## config.mk

```make
export PLATFORM = sky130hd
export DESIGN_NAME = can_bit_sampler_flat
export DESIGN_NICKNAME = d
export VERILOG_FILES = /design/src/rtl/can_bit_sampler_if.sv /design/src/rtl/can_bit_sampler.sv /design/src/flat_wrapper.sv
export SDC_FILE = /design/constraint.sdc
export NUM_CORES = 1
export LEC_CHECK = 0
export BUFFER_PORTS_ARGS = -buffer_cell sky130_fd_sc_hd__buf_2
export CAP_MARGIN = 40
export CORE_AREA = 2 2 101 103
export CTS_BUF_LIST = sky130_fd_sc_hd__clkbuf_4 sky130_fd_sc_hd__clkbuf_8 sky130_fd_sc_hd__clkbuf_16
export DETAILED_ROUTE_END_ITERATION = 8
export DIE_AREA = 0 0 103 105
export GPL_TIMING_DRIVEN = 0
export HOLD_SLACK_MARGIN = 0.15
export PLACE_DENSITY_LB_ADDON = 0.05
export SLEW_MARGIN = 20
export SYNTH_ARGS = -nofsm -noshare
export SYNTH_HDL_FRONTEND = slang
export SYNTH_SLANG_ARGS = --single-unit
```

## constraint.sdc

```tcl
create_clock -name clk_ref -period 7.4 [get_ports clk_ref]
set_input_delay 0 -clock clk_ref [delete_from_list [all_inputs] [get_ports clk_ref]]
set_output_delay 0 -clock clk_ref [all_outputs]
set_load 0.02 [all_outputs]
```

## src/rtl/can_bit_sampler_if.sv

```systemverilog
// CAN bit sampler bundle: TQ strobe, segment config and RX in; sample/bit-start/edge strobes out.
// master = bit-timing/test side driving the inputs, slave = the sampler.
interface can_bit_sampler_if #(
  parameter int SEG_W = 6
);
  logic             tq_pulse;
  logic [SEG_W-1:0] prop_seg;
  logic [SEG_W-1:0] phase_seg1;
  logic [SEG_W-1:0] phase_seg2;
  logic [SEG_W-1:0] sjw;
  logic             hard_sync_en;
  logic             rx_in;
  logic             sample_pulse;
  logic             rx_bit;
  logic             bit_start;
  logic             edge_seen;

  modport master (
    output tq_pulse, prop_seg, phase_seg1, phase_seg2, sjw, hard_sync_en, rx_in,
    input  sample_pulse, rx_bit, bit_start, edge_seen
  );

  modport slave (
    input  tq_pulse, prop_seg, phase_seg1, phase_seg2, sjw, hard_sync_en, rx_in,
    output sample_pulse, rx_bit, bit_start, edge_seen
  );
endinterface

```

## src/rtl/can_bit_sampler.sv

```systemverilog
// CAN bit position tracker with hard sync/resync; CAN_TRIPLE_SAMPLE_EN selects 3-sample majority.
// Latency: strobes registered one clock after the causing tq_pulse; RX path adds SYNC_FF clocks.
// Backpressure: none; paced entirely by tq_pulse.
module can_bit_sampler #(
  parameter int SEG_W   = 6,
  parameter int SYNC_FF = 2
) (
  input  logic               clk_ref,
  input  logic               rst,
  can_bit_sampler_if.slave   bus
);
  localparam int CW = SEG_W + 2;
  localparam logic [1:0] ST_SYNC  = 2'd0;
  localparam logic [1:0] ST_TSEG1 = 2'd1;
  localparam logic [1:0] ST_TSEG2 = 2'd2;

  logic [SYNC_FF-1:0] sync_q;
  logic               rx_s;
  logic [1:0]         state_q, state_d;
  logic [CW-1:0]      cnt_q, cnt_d, ext_q, ext_d, shrink_q, shrink_d;
  logic [CW-1:0]      tseg1_q, ph2_q, sjw_q;
  logic [CW-1:0]      tseg1_in, ph2_in, sjw_in;
  logic [SEG_W:0]     tseg1_raw;
  logic [SEG_W-1:0]   sjw_m;
  logic               resync_done_q, resync_done_d;
  logic               rx_prev_q, rx_prev_d;
  logic               rx_bit_q, rx_bit_d;
  logic               sample_q, sample_d, bit_start_q, bit_start_d, edge_q, edge_d;
  logic [CW-1:0]      cnt_inc, remain;
  logic               edge_det, resync_ok, early_end, sample_val;

  assign rx_s = sync_q[SYNC_FF-1];

  assign bus.sample_pulse = sample_q;
  assign bus.rx_bit       = rx_bit_q;
  assign bus.bit_start    = bit_start_q;
  assign bus.edge_seen    = edge_q;

  always_comb begin
    tseg1_raw = {1'b0, bus.prop_seg} + {1'b0, bus.phase_seg1};
    tseg1_in  = (tseg1_raw == '0) ? CW'(1) : CW'(tseg1_raw);
    ph2_in    = (bus.phase_seg2 == '0) ? CW'(1) : CW'(bus.phase_seg2);
    sjw_m     = bus.sjw;
    if (bus.phase_seg1 < sjw_m) sjw_m = bus.phase_seg1;
    if (bus.phase_seg2 < sjw_m) sjw_m = bus.phase_seg2;
    if (sjw_m == '0) sjw_m = SEG_W'(1);
    sjw_in = CW'(sjw_m);
  end

`ifdef CAN_TRIPLE_SAMPLE_EN
  logic [1:0] maj_q, maj_d;
  always_comb begin
    if (tseg1_q >= CW'(3))
      sample_val = (maj_q[1] & maj_q[0]) | (maj_q[1] & rx_s) | (maj_q[0] & rx_s);
    else
      sample_val = rx_s;
  end
`else
  assign sample_val = rx_s;
`endif

  always_comb begin
    state_d       = state_q;
    cnt_d         = cnt_q;
    ext_d         = ext_q;
    shrink_d      = shrink_q;
    resync_done_d = resync_done_q;
    rx_prev_d     = rx_prev_q;
    rx_bit_d      = rx_bit_q;
    sample_d      = 1'b0;
    bit_start_d   = 1'b0;
    edge_d        = 1'b0;
    early_end     = 1'b0;
    cnt_inc       = cnt_q + CW'(1);
    remain        = ph2_q - cnt_inc;
    edge_det      = bus.tq_pulse && rx_prev_q && !rx_s;
    resync_ok     = edge_det && !bus.hard_sync_en && !resync_done_q && rx_bit_q;
`ifdef CAN_TRIPLE_SAMPLE_EN
    maj_d = maj_q;
`endif
    if (bus.tq_pulse) begin
      rx_prev_d = rx_s;
      edge_d    = edge_det;
      if (edge_det && bus.hard_sync_en) begin
        // Hard sync: behave as if SYNC just completed, no bit_start.
        state_d  = ST_TSEG1;
        cnt_d    = '0;
        ext_d    = '0;
        shrink_d = '0;
      end else begin
        case (state_q)
          ST_SYNC: begin
            state_d  = ST_TSEG1;
            cnt_d    = '0;
            ext_d    = '0;
            shrink_d = '0;
          end
          ST_TSEG1: begin
            cnt_d = cnt_inc;
`ifdef CAN_TRIPLE_SAMPLE_EN
            maj_d = {maj_q[0], rx_s};
`endif
            if (resync_ok) begin
              ext_d         = (cnt_inc < sjw_q) ? cnt_inc : sjw_q;
              resync_done_d = 1'b1;
            end
            if (cnt_inc >= tseg1_q + ext_d) begin
              state_d       = ST_TSEG2;
              cnt_d         = '0;
              sample_d      = 1'b1;
              rx_bit_d      = sample_val;
              resync_done_d = 1'b0;
            end
          end
          ST_TSEG2: begin
            cnt_d = cnt_inc;
            if (resync_ok) begin
              resync_done_d = 1'b1;
              if (remain <= sjw_q) early_end = 1'b1;
              else                 shrink_d  = sjw_q;
            end
            if (early_end || cnt_inc >= ph2_q - shrink_d) begin
              state_d     = ST_SYNC;
              cnt_d       = '0;
              bit_start_d = 1'b1;
            end
          end
          default: begin
            state_d = ST_SYNC;
            cnt_d   = '0;
          end
        endcase
      end
    end
  end

  always_ff @(posedge clk_ref or posedge rst) begin
    if (rst) begin
      sync_q        <= '1;
      state_q       <= ST_SYNC;
      cnt_q         <= '0;
      ext_q         <= '0;
      shrink_q      <= '0;
      resync_done_q <= 1'b0;
      rx_prev_q     <= 1'b1;
      rx_bit_q      <= 1'b1;
      sample_q      <= 1'b0;
      bit_start_q   <= 1'b0;
      edge_q        <= 1'b0;
      tseg1_q       <= CW'(1);
      ph2_q         <= CW'(1);
      sjw_q         <= CW'(1);
    end else begin
      sync_q        <= {sync_q[SYNC_FF-2:0], bus.rx_in};
      state_q       <= state_d;
      cnt_q         <= cnt_d;
      ext_q         <= ext_d;
      shrink_q      <= shrink_d;
      resync_done_q <= resync_done_d;
      rx_prev_q     <= rx_prev_d;
      rx_bit_q      <= rx_bit_d;
      sample_q      <= sample_d;
      bit_start_q   <= bit_start_d;
      edge_q        <= edge_d;
      // Segment config is frozen for the whole bit; it reloads only while sitting in SYNC.
      if (state_q == ST_SYNC) begin
        tseg1_q <= tseg1_in;
        ph2_q   <= ph2_in;
        sjw_q   <= sjw_in;
      end
    end
  end

`ifdef CAN_TRIPLE_SAMPLE_EN
  always_ff @(posedge clk_ref or posedge rst) begin
    if (rst) maj_q <= 2'b11;
    else     maj_q <= maj_d;
  end
`endif
endmodule

```

## src/flat_wrapper.sv

```systemverilog
// flat-port wrapper written by rule: the top's interface ports become plain ports
module can_bit_sampler_flat 
#(
  parameter int SEG_W   = 6,
  parameter int SYNC_FF = 2
)
  (clk_ref, rst, bus_tq_pulse, bus_prop_seg, bus_phase_seg1, bus_phase_seg2, bus_sjw, bus_hard_sync_en, bus_rx_in, bus_sample_pulse, bus_rx_bit, bus_bit_start, bus_edge_seen);
  can_bit_sampler_if #(.SEG_W(SEG_W)) bus_i ();
  input  logic clk_ref;
  input  logic rst;
  input wire logic [$bits(bus_i.tq_pulse)-1:0] bus_tq_pulse;
  input wire logic [$bits(bus_i.prop_seg)-1:0] bus_prop_seg;
  input wire logic [$bits(bus_i.phase_seg1)-1:0] bus_phase_seg1;
  input wire logic [$bits(bus_i.phase_seg2)-1:0] bus_phase_seg2;
  input wire logic [$bits(bus_i.sjw)-1:0] bus_sjw;
  input wire logic [$bits(bus_i.hard_sync_en)-1:0] bus_hard_sync_en;
  input wire logic [$bits(bus_i.rx_in)-1:0] bus_rx_in;
  output wire logic [$bits(bus_i.sample_pulse)-1:0] bus_sample_pulse;
  output wire logic [$bits(bus_i.rx_bit)-1:0] bus_rx_bit;
  output wire logic [$bits(bus_i.bit_start)-1:0] bus_bit_start;
  output wire logic [$bits(bus_i.edge_seen)-1:0] bus_edge_seen;
  assign bus_i.tq_pulse = bus_tq_pulse;
  assign bus_i.prop_seg = bus_prop_seg;
  assign bus_i.phase_seg1 = bus_phase_seg1;
  assign bus_i.phase_seg2 = bus_phase_seg2;
  assign bus_i.sjw = bus_sjw;
  assign bus_i.hard_sync_en = bus_hard_sync_en;
  assign bus_i.rx_in = bus_rx_in;
  assign bus_sample_pulse = bus_i.sample_pulse;
  assign bus_rx_bit = bus_i.rx_bit;
  assign bus_bit_start = bus_i.bit_start;
  assign bus_edge_seen = bus_i.edge_seen;
  can_bit_sampler #(.SEG_W(SEG_W), .SYNC_FF(SYNC_FF)) u_core (.clk_ref(clk_ref), .rst(rst), .bus(bus_i));
endmodule
```

Word-level counts from Yosys, hierarchy flattened
Cells that the tools add are included.
Widths: inputs -> output; s select.

storage, ports and cells
  input bits = 29
  logic and storage cells = 96
  output and inout bits = 4
  bits in registers = 56

operators by class
  bitwise gates (word level) = 1
  muxes and demuxes = 44
  add/sub/neg operators = 5
  order comparisons = 6
  equal/unequal tests = 4
  reduce and logical (&&, ||, !) cells = 22

operators by type and width
  cell                 number
  $mux 8               15
  $pmux 8 s2           3
  $mux 6               4
  $ge 8x8->1           2
  $mux 1               16
  $sub 8x8->8          2
  $logic_not 6->1      2
  $lt 6x6->1           2
  $add 8x1->8 const B  1
  $add 8x8->8          1
  $le 8x6->1           1
  $lt 8x6->1           1
  $add 6x6->7          1
  $logic_not 7->1      1
  $mux 7               1
  $logic_and 1x1->1    6
  $mux 2               3
  $ne 3x1->1 const B   2
  $pmux 2 s3           1
  $reduce_and 3->1     2
  $reduce_bool 3->1    2
  $reduce_and 2->1     2
  $reduce_and 4->1     1
  $logic_not 1->1      3
  7 further kinds      7

Logic depth before layout (Yosys ltp)
Gate-level depths: netlist (run 1).

  depth in word-level cells = 16
  gate-level depth with buffers = 34
  mapped depth without buffers = 34

Least setup slack after synthesis (run 1)
No wires, ideal clock.

  path type = register to register
  from = register u_core.cnt_q[0]
  to = register u_core.cnt_q[6]
  arrival time = 6.289 ns
  required time = 7.308 ns
  clock period less this slack = 6.380 ns
  path buffers = 0
  cell stages (with the launch flop) = 32
  path slack = 1.020 ns
  library setup time = 0.092 ns
  cell sequence = dfrtp_1 -> ha_1 -> xor2_1 -> inv_1 -> ha_1 -> a21oi_1 -> nand2_1 -> maj3_2 -> a21oi_1 -> xnor2_1 -> ha_1 -> nand2_1 -> o22a_1 -> o31a_1 -> nand2_1 -> o31ai_4 -> mux2_2 -> ha_1 -> fa_1 -> nor2b_1 -> o21ai_0 -> nand2b_1 -> xnor2_1 -> ha_1 -> and2_1 -> o21ai_0 -> o21ai_0 -> o41ai_1 -> nand2_1 -> o31ai_4 -> o21ai_1 -> o221ai_1

between the ends
  cells in the longest elaborated chain, start to end = 14
  elaborated cells on any way between the ends = 28
  classes of those cells = add/sub: 4; order compare: 4; mux: 19; reduce/logical: 1

ends and longest elaborated chain
  what                    line                    source
  from (decl)             can_bit_sampler.sv:20   logic [CW-1:0] cnt_q, cnt_d, ext_q, ext_d, shrink_q, shrink_d;
  from (signal assigned)  can_bit_sampler.sv:156  cnt_q <= cnt_d;
  $add 8x1->8 *           can_bit_sampler.sv:74   cnt_inc = cnt_q + CW'(1);
  $sub 8x8->8             can_bit_sampler.sv:75   remain = ph2_q - cnt_inc;
  $le 8x6->1              can_bit_sampler.sv:119  if (remain <= sjw_q) early_end = 1'b1;
  $mux 8                  can_bit_sampler.sv:119
  $mux 8                  can_bit_sampler.sv:117  if (resync_ok) begin
  $mux 8                  can_bit_sampler.sv:91   case (state_q)
  $mux 8                  can_bit_sampler.sv:84   if (edge_det && bus.hard_sync_en) begin
  $mux 8                  can_bit_sampler.sv:81   if (bus.tq_pulse) begin
  $sub 8x8->8             can_bit_sampler.sv:122  if (early_end || cnt_inc >= ph2_q - shrink_d) begin
  $ge 8x8->1              can_bit_sampler.sv:122
  $logic_or 1x1->1        can_bit_sampler.sv:122
  $mux 8                  can_bit_sampler.sv:122
  $pmux 8 s2 *            can_bit_sampler.sv:91
  $mux 8 *                can_bit_sampler.sv:84

Mark *: on every way between the ends. The rest lies on a longest branch, timed or not. The select of a mux whose other input is x is not followed.
A chain may end at the register's enable or synchronous reset.

Final worst setup path (run 1)
  from = register u_core.cnt_q[1]
  to = register u_core.state_q[0]

between the ends
  cells in the longest elaborated chain, start to end = 13
  elaborated cells on any way between the ends = 27
  classes of those cells = add/sub: 4; order compare: 4; eq/ne: 2; mux: 15; reduce/logical: 2

ends and longest elaborated chain
  what                          line                    source
  $add 8x1->8 *                 can_bit_sampler.sv:74
  $sub 8x8->8                   can_bit_sampler.sv:75
  $le 8x6->1                    can_bit_sampler.sv:119
  $mux 8                        can_bit_sampler.sv:119
  $mux 8                        can_bit_sampler.sv:117
  $mux 8                        can_bit_sampler.sv:91
  $mux 8                        can_bit_sampler.sv:84
  $mux 8                        can_bit_sampler.sv:81
  $sub 8x8->8                   can_bit_sampler.sv:122
  $ge 8x8->1                    can_bit_sampler.sv:122
  $logic_or 1x1->1              can_bit_sampler.sv:122
  $ne 3x1->1 (no line)          n/a
  $reduce_and 3->1 (no line) *  n/a
  to (signal assigned)          can_bit_sampler.sv:155  state_q <= state_d;
  to (decl)                     can_bit_sampler.sv:19   logic [1:0] state_q, state_d;

Marks and branches as above.

==> results of run 1 <==
## how the worst min path moves through the flow
stage	from	to	slack, ns	cells past startpoint
final	bus_prop_seg[1]	u_core.tseg1_q[1]	0.16	4
after global routing	bus_prop_seg[1]	u_core.tseg1_q[1]	0.21	4
after CTS	bus_prop_seg[1]	u_core.tseg1_q[1]	0.16	4
after detailed placement	bus_rx_in	u_core.sync_q[0]	0.11	1
after global placement	bus_rx_in	u_core.sync_q[0]	0.11	1
after floorplan	bus_rx_in	u_core.sync_q[0]	0.004	0
## sequential cells by signal (all words and copies together), names as in the netlist
register                 flops
u_core.bus.bit_start         1
u_core.sjw_q                 6
u_core.cnt_q                 8
u_core.rx_prev_q             1
u_core.state_q               2
u_core.shrink_q              8
u_core.sync_q                2
u_core.ph2_q                 6
u_core.bus.rx_bit            1
u_core.ext_q                 8
u_core.resync_done_q         1
u_core.tseg1_q               7
u_core.bus.sample_pulse      1
u_core.bus.edge_seen         1
## cells by family after synthesis
group,Yosys count,share of synthesized area [%]
compound gates,132,19.0
mux,35,8.27
xor+xnor,22,4.42
buf+inv,65,5.48
fa+ha+maj,70,20.0
simple gates,121,13.3
flops,53,29.5
## per-stage QoR
step | instances | setup slack [ns]
2_1_floorplan | 498 | 1.02
3_3_place_gp | 662 | -0.471
3_5_place_dp | 662 | -0.577
4_1_cts | 683 | 0.0838
5_1_grt | 687 | 0.0583
6_report | 687 | 0.455
## placed cells by master, fill, tap and decap left out, types with 4 or more instances in the layout
master / count
o22ai_1: 5
nor2_1: 32
a21o_1: 10
nand2_1: 29
nor3_1: 4
o21bai_1: 5
dfrtp_1: 45
buf_4: 6
buf_2: 32
ha_1: 64
dfstp_2: 7
o211ai_1: 4
nand4_1: 4
nor2b_1: 4
mux2_2: 19
xor2_1: 7
o21a_1: 4
nand2b_1: 12
and2_1: 10
inv_1: 54
nand3_1: 12
clkbuf_8: 5
fa_1: 4
o21ai_0: 25
clkbuf_1: 6
mux2i_1: 16
a31oi_1: 5
xnor2_1: 12
a21oi_1: 41
nor4_1: 5
dlygate4sd3_1: 11
a22o_1: 8
o21ai_1: 4
## layer usage
layer | share of wire [%] | global-route usage (%) | up-vias
li1 | - | - | 1882
met1 | 50 | 30.1 | 1804
met2 | 47 | 35.1 | 36
met3 | 1.9 | 2.01 | 11
met4 | 0.91 | 4.42 | 0
met5 | 0 | 0 | -
## timing repair
item                                   CTS  global route
gates resized for setup                  5             4
hold buffers                            11             0
pin swaps                                1             1
buffers inserted                         2             3
setup endpoints to repair               10            10
endpoints found under the hold margin   62             0
## report_power, final
group / leakage (nW) / switching (mW) / total (mW) / internal, mW
logic: 1.75 / 0.549 / 0.995 / 0.446
clock network: 0.0586 / 0.0987 / 0.203 / 0.104
registers: 0.674 / 0.0812 / 0.449 / 0.368
total: 2.48 / 0.729 / 1.65 / 0.918
## worst max-delay path: cells and delay by family, from the launching register on
kind | cells | cell delay (ns)
xor gates and xnor gates | 3 | 0.56
AOI/OAI and AO/OA | 10 | 1.78
buffers and inverters | 3 | 0.49
adders and majority gates | 7 | 2.14
DFF | 1 | 0.43
muxes | 2 | 0.58
and+or+nand+nor | 8 | 0.90
## cell type report
class	count	area share, %
plain buffers	9	0.728
clock buffers	6	1.48
clock inverters	2	0.680
inverters	56	4.13
multi-input cells	380	57.9
flip-flops and latches	53	25.9
well taps	133	3.23
repair buffers	48	5.97
==> metrics.csv, run 1 <==
metric,value,unit
outcome,completed,
final standard cell utilization of the core,53.5,%
global placer's final weighted congestion,0.911,
count of pins over their slew limit,0,
total area of sequential cells,1340,um2
row cnt,36,
cell with the most instances after synthesis,ha_1,
shortest clock period the worst path allows after layout,6.94,ns
post-route standard cell area excluding fillers,5150,um2
cell types occupying the most area after synthesis,"dfrtp_1 (25%), ha_1 (18%), mux2_2 (4.7%), inv_1 (4.6%), a21oi_1 (4.5%)",
total count of hold-check failures in the final report,0,
total clock sinks,53,
largest net degree at the start of global routing,54,
depth of the most critical reg-to-reg path,33,
via count of the first global-routing pass,3763,
CP Max Fanout,10,
transition at the pin with the smallest max-transition slack,0.739,ns
Critical Path Slowest Stage Cell,dfrtp_1,
Synthesis Warnings,0,
CTS H-tree depth,2,
share of the synthesized area in the top cell type,25.4,%
worst clock skew,0.0128,ns
worst min-delay path class,in2reg,
combined area of all synthesized cells,4520,um2
number of antenna cells inserted,0,
Initial Utilization,46.9,%
Worst setup startpoint,u_core.cnt_q[1],
clock transition at the registers of the reported paths,0.10,ns
CP endpoint,u_core.state_q[0],
Synth Net Count,596,
final global-route overflow total,0,
root buf cell,clkbuf_8,
detailed-router iteration count before antenna repair,4,
TritonCTS clock tree,built,
critical path launch point type,flop,
number of synthesized register bits,53,
data arrival time of the worst path,7.20,ns
total area of multi-input combinational cells,2980,um2
Synth async-reset ratio,100,%
setup repair after global routing missed its margin,false,
via total after detailed routing,3733,
share of layout cells above drive strength 1,15.9,%
static leakage power,2.48,nW
reg-to-reg setup timing slack,0.46,ns
Total Routed Length,10.7,mm
Max VDD drop,0.136,mV
floorplan die width,103,um
GRT Total Usage,21.3,%
detailed router's first-iteration violation count,132,
Bufs on Longest Clock Path,2,
most used flip-flop cell after synthesis,dfrtp_1,
DP Wirelength,8.48,mm
Total Negative Setup Slacks,0,ns
filler instances,966,
cell taking the most area after synthesis,dfrtp_1,
relative area change from synthesis to final layout,13.9,%
count of port buffers added during placement,31,
R2R Path End,u_core.state_q[0],
clock latency at the later pin of the worst-skew pair,0.32,ns
delay contributed by the slowest stage of the critical path,0.43,ns
DR WL/cell,15.5,um
Antenna Nets Post-Route,0,
required time at the worst-slack endpoint,7.66,ns
final total power,1.65,mW
source of the worst register-to-register timing path,u_core.cnt_q[1],
Core ar.,9640,um2
syn_area_per_cell,9.09,um2
boundary pin count,33,
overall die area,10800,um2
achievable frequency,0.144,GHz
number of failing setup endpoints in the final timing report,0,
WS Path Type,reg2reg,
endpoint type of the worst setup path,flop,
area of placed instances,4850,um2
global-route wire length before repair,18.3,mm
number of flops mapped to enable cells by yosys,0,
register area share after synthesis,29.5,%
power density of the placed cells,320,nW/um2
CTS Buf Count,5,
number of DRC violations after detailed routing,0,
Max-slew headroom,50.4,%
list of most frequent post-synthesis cells,"ha_1 (65), inv_1 (55), dfrtp_1 (46)",
layout net count,651,
antenna violations before repair,0,
worst hold margin,0.161,ns
distinct cell type count after synthesis,52,
floorplan die height,105,um
count of mapped cells out of synthesis,498,
fraction of the cycle the final worst path needs,93.8,%
max_cap viols,0,
Vias/cell,5.43,
(Power assumes the default switching activity.)
==> run 2: changes to the inputs <==
--- a/config.mk
+++ b/config.mk
@@ -14,6 +14,7 @@
 export GPL_TIMING_DRIVEN = 0
 export HOLD_SLACK_MARGIN = 0.15
 export PLACE_DENSITY_LB_ADDON = 0.05
+export REMOVE_ABC_BUFFERS = 1
 export SLEW_MARGIN = 20
 export SYNTH_ARGS = -nofsm -noshare
 export SYNTH_HDL_FRONTEND = slang
==> metrics.csv, run 2 (synthesis gave the netlist of run 1 again) <==
metric,value,unit,change
max_cap viols,0,,unchanged
Critical Path Slowest Stage Cell,dfrtp_2,,was dfrtp_1
layout net count,650,,was 651
number of antenna cells inserted,0,,unchanged
row cnt,36,,unchanged
boundary pin count,33,,unchanged
required time at the worst-slack endpoint,7.66,ns,about the same
Antenna Nets Post-Route,0,,unchanged
total clock sinks,53,,unchanged
depth of the most critical reg-to-reg path,33,,unchanged
number of DRC violations after detailed routing,0,,unchanged
source of the worst register-to-register timing path,u_core.cnt_q[0],,was u_core.cnt_q[1]
root buf cell,clkbuf_8,,unchanged
switching power,0.738,mW,was 0.729 mW
hold wc startpoint,bus_phase_seg1[0],,was bus_prop_seg[1]
Total Routed Length,11.0,mm,was 10.7 mm
Initial Utilization,46.9,%,unchanged
R2R Path End,u_core.state_q[0],,unchanged
DP Wirelength,8.19,mm,was 8.48 mm
TritonCTS clock tree,built,,unchanged
largest net degree at the start of global routing,54,,unchanged
largest registers,"u_core.cnt_q: 8 flops, u_core.ext_q: 8 flops, u_core.shrink_q: 8 flops",,unchanged
Vias/cell,5.53,,was 5.43
global-route wire length before repair,18.6,mm,was 18.3 mm
CTS Buf Count,5,,unchanged
DR WL/cell,16.1,um,was 15.5 um
Max VDD drop,0.140,mV,was 0.136 mV
cell-internal power,0.892,mW,was 0.918 mW
Worst Hold End,u_core.tseg1_q[0],,was u_core.tseg1_q[1]
via total after detailed routing,3797,,was 3733
WS Path Type,reg2reg,,unchanged
endpoint type of the worst setup path,flop,,unchanged
antenna violations before repair,0,,unchanged
clock network power share,11.0,%,was 12.3%
data arrival time of the worst path,7.24,ns,was 7.20 ns
floorplan die height,105,um,unchanged
outcome,completed,,unchanged
power density of the placed cells,315,nW/um2,was 320 nW/um2
fraction of the cycle the final worst path needs,94.3,%,was 93.8%
Core ar.,9640,um2,unchanged
CP Max Fanout,5,,was 10
Switching Share,45.3,%,was 44.3%
shortest clock period the worst path allows after layout,6.98,ns,was 6.94 ns
detailed-router iteration count before antenna repair,4,,unchanged
worst clock skew,0.00964,ns,was 0.0128 ns
final total power,1.63,mW,was 1.65 mW
GRT Total Usage,21.9,%,was 21.3%
count of pins over their slew limit,0,,unchanged
final global-route overflow total,0,,unchanged
detailed router's first-iteration violation count,142,,was 132
floorplan die width,103,um,unchanged
clock transition at the registers of the reported paths,0.11,ns,was 0.10 ns
Max-slew headroom,46.9,%,was 50.4%
filler instances,939,,was 966
CTS H-tree depth,2,,unchanged
count of port buffers added during placement,32,,was 31
critical path launch point type,flop,,unchanged
worst min-delay path class,in2reg,,unchanged
share of layout cells above drive strength 1,17.2,%,was 15.9%
filler-free cell count of the finished design,686,,was 687
Bufs on Longest Clock Path,2,,unchanged
global placer's final weighted congestion,0.829,,was 0.911
"top library cells by usage in the layout, fill and taps aside","ha_1 (63), inv_1 (54), dfrtp_1 (45)",,"was ha_1 (64), inv_1 (54), dfrtp_1 (45)"
transition at the pin with the smallest max-transition slack,0.791,ns,was 0.739 ns
static leakage power,2.50,nW,was 2.48 nW
logic gate share of total power,61.6,%,was 60.4%
overall die area,10800,um2,unchanged
Sequential Power Share,27.5,%,was 27.3%
relative area change from synthesis to final layout,14.3,%,was 13.9%
# placed instances,654,,was 662
Hold Path Depth,4,,unchanged
clock latency at the later pin of the worst-skew pair,0.31,ns,was 0.32 ns
delay contributed by the slowest stage of the critical path,0.43,ns,about the same
via count of the first global-routing pass,3917,,was 3763
reg-to-reg setup timing slack,0.42,ns,was 0.46 ns
number of failing setup endpoints in the final timing report,0,,unchanged
"most common cell after layout, fill and taps aside",ha_1,,unchanged
achievable frequency,0.143,GHz,was 0.144 GHz
total count of hold-check failures in the final report,0,,unchanged
run 2: cell count changes in the layout (fill, tap and decap cells not counted), moves of 2 or more:
cell and change:
buf_1 -2, buf_4 +4, clkbuf_1 -6, clkinv_4 +2
run 2: what timing repair did:
| item | CTS | global route |
|---|---|---|
| buffers inserted | 2 | 8 |
| hold endpoints to repair | 66 | 0 |
| resized for setup | 3 | 6 |
| hold buffers | 12 | 0 |
| setup endpoints to repair | 10 | 10 |
| pin swaps | 1 | 1 |
run 2: per-stage QoR:
step | util (%) | setup WS [ns] | setup TNS (ns) | area, um2 | hold slack [ns]
finish | 53.6 | 0.423 | 0 | 5170 | 0.180
global route | 53.6 | -0.0351 | -0.0351 | 5170 | 0.199
CTS | 52.5 | 0.0131 | 0 | 5060 | 0.169
detailed placement | 50.0 | -0.467 | -3.25 | 4820 | 0.111
global placement | 49.9 | -0.489 | -3.59 | 4810 | 0.105
floorplan | - | 1.02 | 0 | 4490 | 0.00448
run 2: how the worst max path moves through the flow:
| stage | from | to | slack, ns |
|---|---|---|---|
| after floorplan | u_core.cnt_q[0] | u_core.cnt_q[6] | 1.02 |
| after global placement | u_core.cnt_q[0] | u_core.cnt_q[6] | -0.49 |
| after detailed placement | u_core.cnt_q[0] | u_core.cnt_q[6] | -0.47 |
| after CTS | u_core.cnt_q[0] | u_core.cnt_q[6] | 0.01 |
| after global routing | u_core.cnt_q[1] | u_core.state_q[0] | -0.04 |
| final | u_core.cnt_q[0] | u_core.state_q[0] | 0.42 |
run 2: cell type report:
cell class / count / area (um2) / share of cell area, %
Sequential cell: 53 / 1340 / 25.8
Inverter: 56 / 213 / 4.11
Multi-Input combinational cell: 380 / 2990 / 57.9
Clock inverter: 3 / 26.3 / 0.508
Tap cell: 133 / 166 / 3.22
Timing Repair Buffer: 56 / 368 / 7.12
Clock buffer: 5 / 68.8 / 1.33
run 2: worst max-delay path: cells and delay by family (launching register included):
kind                       cells  cell delay (ns)
AOI/OAI and AO/OA             10             1.83
xor gates and xnor gates       3             0.55
adders and majority gates      7             2.11
buffers and inverters          3             0.53
DFF                            1             0.43
muxes                          2             0.56
and+or+nand+nor                8             0.93
run 2: routing by layer:
metal / vias up / track usage [%] / routed length (um)
met5: - / 0 / 0
met2: 75 / 37.6 / 5490
met1: 1844 / 29.1 / 4980
met4: 0 / 4.42 / 47
met3: 5 / 2.94 / 513
li1: 1873 / - / -
run 2: power groups by stage:
stage / Combinational (mW) / Sequential [mW] / Clock [mW]
after global placement: 0.920 / 0.457 / 0
final: 1.00 / 0.448 / 0.179
after detailed placement: 0.944 / 0.458 / 0
after global routing: 1.14 / 0.459 / 0.193
after floorplan: 0.748 / 0.423 / 0
after CTS: 0.963 / 0.453 / 0.185
